### config.mk
export PLATFORM = sky130hd
export DESIGN_NAME = flag_branch_unit
export DESIGN_NICKNAME = d
export VERILOG_FILES = /design/src/rtl/flag_branch_unit.sv
export SDC_FILE = /design/constraint.sdc
export NUM_CORES = 1
export LEC_CHECK = 0
export ABC_AREA = 0
export CAP_MARGIN = 25
export CORE_MARGIN = 10
export CORE_UTILIZATION = 36
export DETAILED_ROUTE_END_ITERATION = 16
export SETUP_SLACK_MARGIN = 0.4
export SLEW_MARGIN = 10
export SYNTH_ARGS = -nofsm -noshare
export SYNTH_HDL_FRONTEND = slang
export SYNTH_SLANG_ARGS = --single-unit
### constraint.sdc
create_clock -name clk -period 2.85 [get_ports clk]
set_clock_uncertainty 0.05 [all_clocks]
set_input_delay 0.57 -clock clk [delete_from_list [all_inputs] [get_ports clk]]
set_output_delay 0.57 -clock clk [all_outputs]
set_load 0.02 [all_outputs]
### src/rtl/flag_branch_unit.sv
// Condition-code register, branch resolver and program counter.
// Taken branches redirect the PC and hold fetch in flush for FLUSH_CYCLES.
module flag_branch_unit #(
  parameter int unsigned PC_WIDTH     = 16,
  parameter int unsigned PC_STEP      = 1,
  parameter int unsigned RESET_PC     = 0,
  parameter int unsigned FLUSH_CYCLES = 2
) (
  input  logic                clk,
  input  logic                rst_n,
  input  logic [3:0]          flag_in,
  input  logic                flag_we,
  input  logic                pc_en,
  input  logic                br_valid,
  input  logic [3:0]          br_cond,
  input  logic [PC_WIDTH-1:0] br_target,
  output logic                br_ready,
  output logic                br_done,
  output logic                br_taken,
  output logic                flush,
  output logic [PC_WIDTH-1:0] pc,
  output logic [3:0]          flag_q
);

  localparam int unsigned CW =
    (FLUSH_CYCLES > 1) ? $clog2(FLUSH_CYCLES + 1) : 1;

  typedef enum logic {
    S_IDLE,
    S_FLUSH
  } state_t;

  state_t        state;
  logic [CW-1:0] cnt;

  logic [3:0] f;
  logic       s, z, c, v, lt;
  logic       cond_ok;
  logic       accept;

  // Flags written this cycle are forwarded into the condition check
  always_comb begin
    f            = flag_we ? flag_in : flag_q;
    {s, z, c, v} = f;
    lt           = s ^ v;
    cond_ok      = 1'b0;
    unique case (br_cond)
      4'h0: cond_ok = 1'b1;
      4'h1: cond_ok = z;
      4'h2: cond_ok = !z;
      4'h3: cond_ok = lt;
      4'h4: cond_ok = !lt;
      4'h5: cond_ok = z | lt;
      4'h6: cond_ok = !z & !lt;
      4'h7: cond_ok = c;
      4'h8: cond_ok = !c;
      4'h9: cond_ok = s;
      4'hA: cond_ok = !s;
      4'hB: cond_ok = v;
      4'hC: cond_ok = !v;
      4'hD, 4'hE, 4'hF: cond_ok = 1'b0;
    endcase
  end

  assign accept = br_valid & br_ready;

  always_ff @(posedge clk or negedge rst_n) begin
    if (!rst_n) begin
      state    <= S_IDLE;
      cnt      <= '0;
      pc       <= PC_WIDTH'(RESET_PC);
      flag_q   <= 4'b0;
      br_done  <= 1'b0;
      br_taken <= 1'b0;
      flush    <= 1'b0;
      br_ready <= 1'b1;
    end else begin
      if (flag_we)
        flag_q <= flag_in;
      br_done  <= accept;
      br_taken <= accept & cond_ok;
      unique case (state)
        S_IDLE: begin
          if (accept && cond_ok) begin
            pc <= br_target;
            if (FLUSH_CYCLES > 0) begin
              state    <= S_FLUSH;
              cnt      <= CW'(FLUSH_CYCLES);
              flush    <= 1'b1;
              br_ready <= 1'b0;
            end
          end else if (pc_en) begin
            pc <= pc + PC_WIDTH'(PC_STEP);
          end
        end
        S_FLUSH: begin
          if (cnt == CW'(1)) begin
            state    <= S_IDLE;
            flush    <= 1'b0;
            br_ready <= 1'b1;
          end else begin
            cnt <= cnt - CW'(1);
          end
        end
      endcase
    end
  end

endmodule

Word-level counts from Yosys, hierarchy flattened:

Cells that the tools add are included.

* add/sub/neg operators: 2
* $mul: 0
* divide/modulo/power cells: 0
* $lt $le $gt $ge: 0
* equal/unequal tests: 19
* shifts and indexed selects: 0
* muxes and demuxes: 16
* bitwise logic cells: 6
* reduce and logical (&&, ||, !) cells: 12

Operators with widths (number)
* 4-bit equality test (second input constant): 8
* 16-bit 2-to-1 mux: 2
* 16-bit by 1-bit adder with 16-bit output (second input constant): 1
* 4-bit by 3-bit equality test with 1-bit output (second input constant): 4
* 1-bit case mux with 14 select lines: 1
* 4-bit by 2-bit equality test with 1-bit output (second input constant): 2
* 1-bit 2-to-1 mux: 6
* 1-bit case mux with 2 select lines: 3
* 2-bit AND reduction: 3
* 1-bit logical NOT: 5
* 4-bit by 1-bit equality test with 1-bit output (second input constant): 1
* 4-bit logical NOT: 1
* 2-bit 2-to-1 mux: 2
* 4-bit 2-to-1 mux: 1
* 2-bit inequality test (second input constant): 2
* 2-bit case mux with 2 select lines: 1
* 1-bit bitwise AND: 3
* 3-bit OR reduction: 1
* 2-bit by 1-bit equality test with 1-bit output (second input constant): 1
* 2-bit by 1-bit inequality test with 1-bit output (second input constant): 1
* 2-bit nonzero test: 1
* 2-bit by 1-bit subtractor with 2-bit output (second input constant): 1
* 1-bit logical AND: 1
* 1-bit inverter: 1
* other kinds (2): 2

* flip-flop bits (word level): 27
* latch bits: 0
* memory bits (writable): 0
* bits in read-only memories: 0
* bits of input ports: 29
* output and inout port bits: 24
* logic and storage cells: 63
* memories: 0

Longest topological paths before layout:

* depth after elaboration: 8
* mapped depth: 11
* depth with buffers taken out: 8

Worst setup path before layout:

Ideal clock, no wire load.

* path kind: input -> register
* start: input br_cond[1]
* end: register pc[6]
* library setup time: 0.121 ns
* arrival time: 2.522 ns
* data required time: 2.679 ns
* setup slack: 0.156 ns
* cell stages on the path: 9
* buffers on the path: 2
* cells stage by stage: buf_6 mux2_1 mux4_2 a31oi_1 o41a_2 nand2b_4 buf_8 mux2_2 o22a_1

* cells in the longest elaborated chain, start to end: 6
* elaborated cells on any way between the ends: 22
* those cells by class: eq/ne: 15; mux: 2; reduce/logical: 5

RTL lines
* start, declared: RTL line 15 `input logic [3:0] br_cond,`
* 4-bit equality test: RTL line 47 `unique case (br_cond)`
* 3-bit OR reduction: RTL line 47
* 1-bit case mux with 14 select lines *: RTL line 47
* 1-bit logical AND *: RTL line 84 `if (accept && cond_ok) begin`
* 2-bit nonzero test (no source line)
* 2-bit AND reduction (no source line)
* end signal, assigned: RTL line 71 `pc <= PC_WIDTH'(RESET_PC);`
* end signal, assigned: RTL line 85 `pc <= br_target;`
* end signal, assigned: RTL line 93 `pc <= pc + PC_WIDTH'(PC_STEP);`
* end, declared: RTL line 21 `output logic [PC_WIDTH-1:0] pc,`

Every way passes the cells marked *; elsewhere a longest branch is shown, timed or not.
A chain may end at the register's enable or synchronous reset.

Worst setup path in the final report:

* start: register flag_q[3]
* end: register pc[7]

* cells in the longest elaborated chain, start to end: 8
* elaborated cells on any way between the ends: 11
* those cells by class: mux: 3; bitwise: 3; reduce/logical: 5

RTL lines
* start, declared: RTL line 22 `output logic [3:0] flag_q`
* start signal, assigned: RTL line 79 `flag_q <= flag_in;`
* 4-bit 2-to-1 mux *
* 1-bit XOR: RTL line 45 `lt = s ^ v;`
* 1-bit logical NOT: RTL line 52, 54
* 1-bit bitwise AND: RTL line 54 `4'h6: cond_ok = !z & !lt;`
* 1-bit case mux with 14 select lines *: RTL line 47
* 1-bit logical AND *: RTL line 84
* 2-bit nonzero test (no source line)
* 2-bit AND reduction (no source line)

Marked as above.

==> load_flow_metrics.sql <==
INSERT INTO impl_metrics (metric_group, metric, value, unit) VALUES
('timing', 'drv_slew', '0', ''),
('critical_path', 'worst_setup_path_end_kind', 'flop', ''),
('clock_tree', 'numClockSinks', '27', ''),
('grt', 'grt_first_pass_wirelength', '8.11', 'mm'),
('floorplanning', 'die_outline_width', '88.2', 'um'),
('timing', 'final.min_clock_period', '2430', 'ps'),
('timing', 'max_freq', '0.411', 'GHz'),
('critical_path', 'worst_ep_required_time', '2970', 'ps'),
('pwr', 'power.density', '878', 'nW/um2'),
('routing', 'met1_length', '2.12', 'mm'),
('placed_design', 'place.detailed.hpwl', '3.69', 'mm'),
('floorplanning', 'fp.dieArea', '7780', 'um2'),
('routing', 'drtAntennaViolNets', '0', ''),
('routing', 'routed_wirelength', '5.03', 'mm'),
('timing', 'finalHoldWorstSlack', '467', 'ps'),
('clock_tree', 'cts.reportedPaths.clkPinSlew', '100', 'ps'),
('routing', 'wl_met2', '2.51', 'mm'),
('synth', 'syn_area_per_cell', '9.36', 'um2'),
('grt', 'grt_antenna_before_repair', '0', ''),
('synth', 'synth_nets', '210', ''),
('routing', 'number_of_vias_per_cell_after_detailed_routing', '5.60', ''),
('timing', 'slew_headroom', '52.8', '%'),
('synth', 'ys_async_sr_fraction', '100', '%'),
('critical_path', 'worstPathArrival', '2550', 'ps'),
('pwr', 'irDropWorstVdd', '0.000511', 'V'),
('synth', 'post_synth_inst_count', '179', ''),
('synth', 'edff_count_synth', '0', ''),
('timing', 'setup_viol', '0', ''),
('flow_run', 'max_cap_viol_count', '0', ''),
('routing', 'wl_per_cell', '17.0', 'um'),
('hold_path', 'timing.hold.worst.class', 'reg -> reg', ''),
('status', 'run_status', 'complete, no violations', ''),
('clock_tree', 'cts_tree', 'done', ''),
('layout', 'area_growth_syn_to_layout', '48.4', '%'),
('placed_design', 'finalWeightedCongestion', '0.897', ''),
('critical_path', 'timing.critical_path.fanout_max', '5', ''),
('timing', 'hold_violations', '0', ''),
('grt', 'grt-ovfl-total', '0', ''),
('clock_tree', 'cts_htree_levels', '1', ''),
('floorplanning', 'fp.coreArea', '4440', 'um2'),
('grt', 'first_global_vias', '1667', ''),
('floorplanning', 'chipHeight', '88.2', 'um'),
('routing', 'met3_length', '381', 'um'),
('layout', 'layout.nets', '276', ''),
('critical_path', 'timing.setup.critical_path_class', 'reg -> reg', ''),
('layout', 'drive_gt1_share', '23.8', '%'),
('clock_tree', 'clk_path_buf_depth', '2', ''),
('synth', 'seq_area_frac_synth', '40.4', '%'),
('pwr', 'total_leakage_power', '1.05', 'nW'),
('synth', 'most_instantiated_flip_flop_cell_in_the_synthesis_netlist', 'dfrtp_1', ''),
('timing', 'tightest_slew', '708', 'ps'),
('clock_tree', 'numCtsBuffers', '3', ''),
('timing', 'final_min_period_over_clock_period', '85.3', '%'),
('synth', 'synth-seq-cells', '27', ''),
('timing', 'grt_setup_unrepaired', 'true', ''),
('synth', 'yosysUniqueCellTypes', '48', ''),
('routing', 'drc_markers', '0', ''),
('critical_path', 'worst_setup_path_start_kind', 'flop', ''),
('routing', 'routed-via-count', '1657', ''),
('grt', 'gr-usage-all-layers', '12.7', '%'),
('placed_design', 'portbufs', '52', ''),
('pwr', 'design_power_total', '2.18', 'mW'),
('routing', 'top_signal_layer_used', 'met4', ''),
('layout', 'n_fill_cell', '418', ''),
('routing', 'drtPass1Iterations', '4', ''),
('routing', 'drt_first_iter_violations', '85', ''),
('floorplanning', 'floorplan.initialDensity', '37.7', '%'),
('floorplanning', 'row_count', '24', ''),
('floorplanning', 'floorplan.io_pins', '53', ''),
('layout', 'n_antenna_cell', '0', ''),
('clock_tree', 'clock_latency', '270', 'ps'),
('synth', 'ys.warnings.count', '0', ''),
('grt', 'grt_start_max_net_pins', '28', ''),
('synth', 'post_synth_instance_area', '1680', 'um2'),
('clock_tree', 'clockRootBuffer', 'clkbuf_8', '');
-- registers in the layout, indices dropped and copies added (netlist names) --
signal and count:
flush 1, br_ready 1, flag_q 4, cnt 2, state 1, br_taken 1
pc 16, br_done 1
-- report_power, final --
part / leakage, nW / switching, mW / internal, mW / total (mW)
Combinational: 0.721 / 0.594 / 0.609 / 1.20
Clock: 0.0255 / 0.129 / 0.0981 / 0.227
Sequential: 0.301 / 0.214 / 0.541 / 0.755
-- synthesized netlist by cell type (4+ instances only) --
library cell	number	area [um2]
nor2_1	11	41.3
a21oi_1	17	85.1
and2_1	6	37.5
mux2i_1	4	40.0
nor3_1	4	20.0
clkbuf_1	7	26.3
or3_1	5	31.3
o22a_1	6	52.6
a311o_1	4	40.0
inv_1	9	33.8
a31oi_1	4	25.0
nand3_1	6	30.0
nand2_1	18	67.6
dfrtp_1	26	651
mux2_2	7	78.8
-- through the flow --
| stage | utilization, % | cell area, um2 | setup slack (ps) | instances | setup TNS (ps) |
|---|---|---|---|---|---|
| after CTS | 55.0 | 2440 | 396 | 294 | 0 |
| after global placement | 53.3 | 2370 | -306 | 285 | -4200 |
| after floorplan | - | 1760 | 215 | 179 | 0 |
| final | 55.9 | 2490 | 418 | 296 | 0 |
| after detailed placement | 53.3 | 2370 | -360 | 285 | -5200 |
| after global routing | 55.9 | 2490 | 362 | 296 | 0 |
-- timing repair --
| item | 4_1_cts | 5_1_grt |
|---|---|---|
| gates resized for setup | 24 | 9 |
| cloned | 1 | 2 |
| buffers inserted | 4 | 0 |
| endpoints found under the setup margin | 22 | 17 |
| hold buffers | 0 | 0 |
| pin swaps | 5 | 4 |
-- area by class of cell --
class | count | area (um2) | area share (%)
tap | 52 | 65.1 | 2.62
timing repair buffer | 71 | 666 | 26.8
sequential | 27 | 678 | 27.3
clock inverter | 1 | 5.00 | 0.201
multi-input combinational | 131 | 980 | 39.4
clock buffer | 3 | 41.3 | 1.66
timing repair inverter | 1 | 6.26 | 0.252
inverter | 10 | 45.0 | 1.81
-- cells in the final DEF, fill, tap and decap left out, drive strengths merged, types with 2 or more instances in the layout --
cell type	instances
nand3	6
o22a	6
mux2	9
inv	11
a221o	2
and3	2
or3	5
o21ai	3
nand2b	3
nor2	12
dfrtp	26
clkbuf	3
buf	23
dlygate4sd2	3
clkdlybuf4s50	44
ha	2
xor2	3
nand2	18
nand4	3
and2	6
a31oi	4
a21oi	17
a221oi	2
mux2i	4
nor3	4
a311o	4
-- cells by family (layout without fill, tap and decap cells) --
family	after synthesis	count (layout)	share of synthesized area [%]
XOR/XNOR	4	4	2.09
buffers and inverters	22	86	6.95
multiplexers	14	14	9.78
AND/OR/NAND/NOR	63	64	19.3
flip-flops	27	27	40.4
adder cells (fa/ha/maj)	2	2	1.49
AO/OA/AOI/OAI	47	47	20.0
-- layer usage --
layer	vias to the layer above	global-route usage (%)
li1	793	-
met1	814	15.3
met2	48	22.2
met3	2	3.68
met4	0	2.20
met5	-	0
-- critical path, cell delays in order (launching register included) --
cell and delay [ps]:
dfrtp_2 450, mux2_4 270, mux4_2 460, a31oi_1 180, o41a_4 190, nand2b_4 200, mux2_4 320, o22a_1 200
-- final timing paths --
| kind | startpoint | endpoint | slack [ps] | cells after the start |
|---|---|---|---|---|
| setup reg to reg | flag_q[3] | pc[7] | 420 | 7 |
| min in group asynchronous | rst_n | pc[2] | 620 | 2 |
| max in group asynchronous | rst_n | br_ready | 1830 | 2 |
| setup / recovery | flag_q[3] | pc[7] | 420 | 7 |
| hold / removal | cnt[1] | cnt[1] | 470 | 1 |
| hold reg to reg | cnt[1] | cnt[1] | 470 | 1 |
No activity file was read; power rests on OpenSTA's default activity.
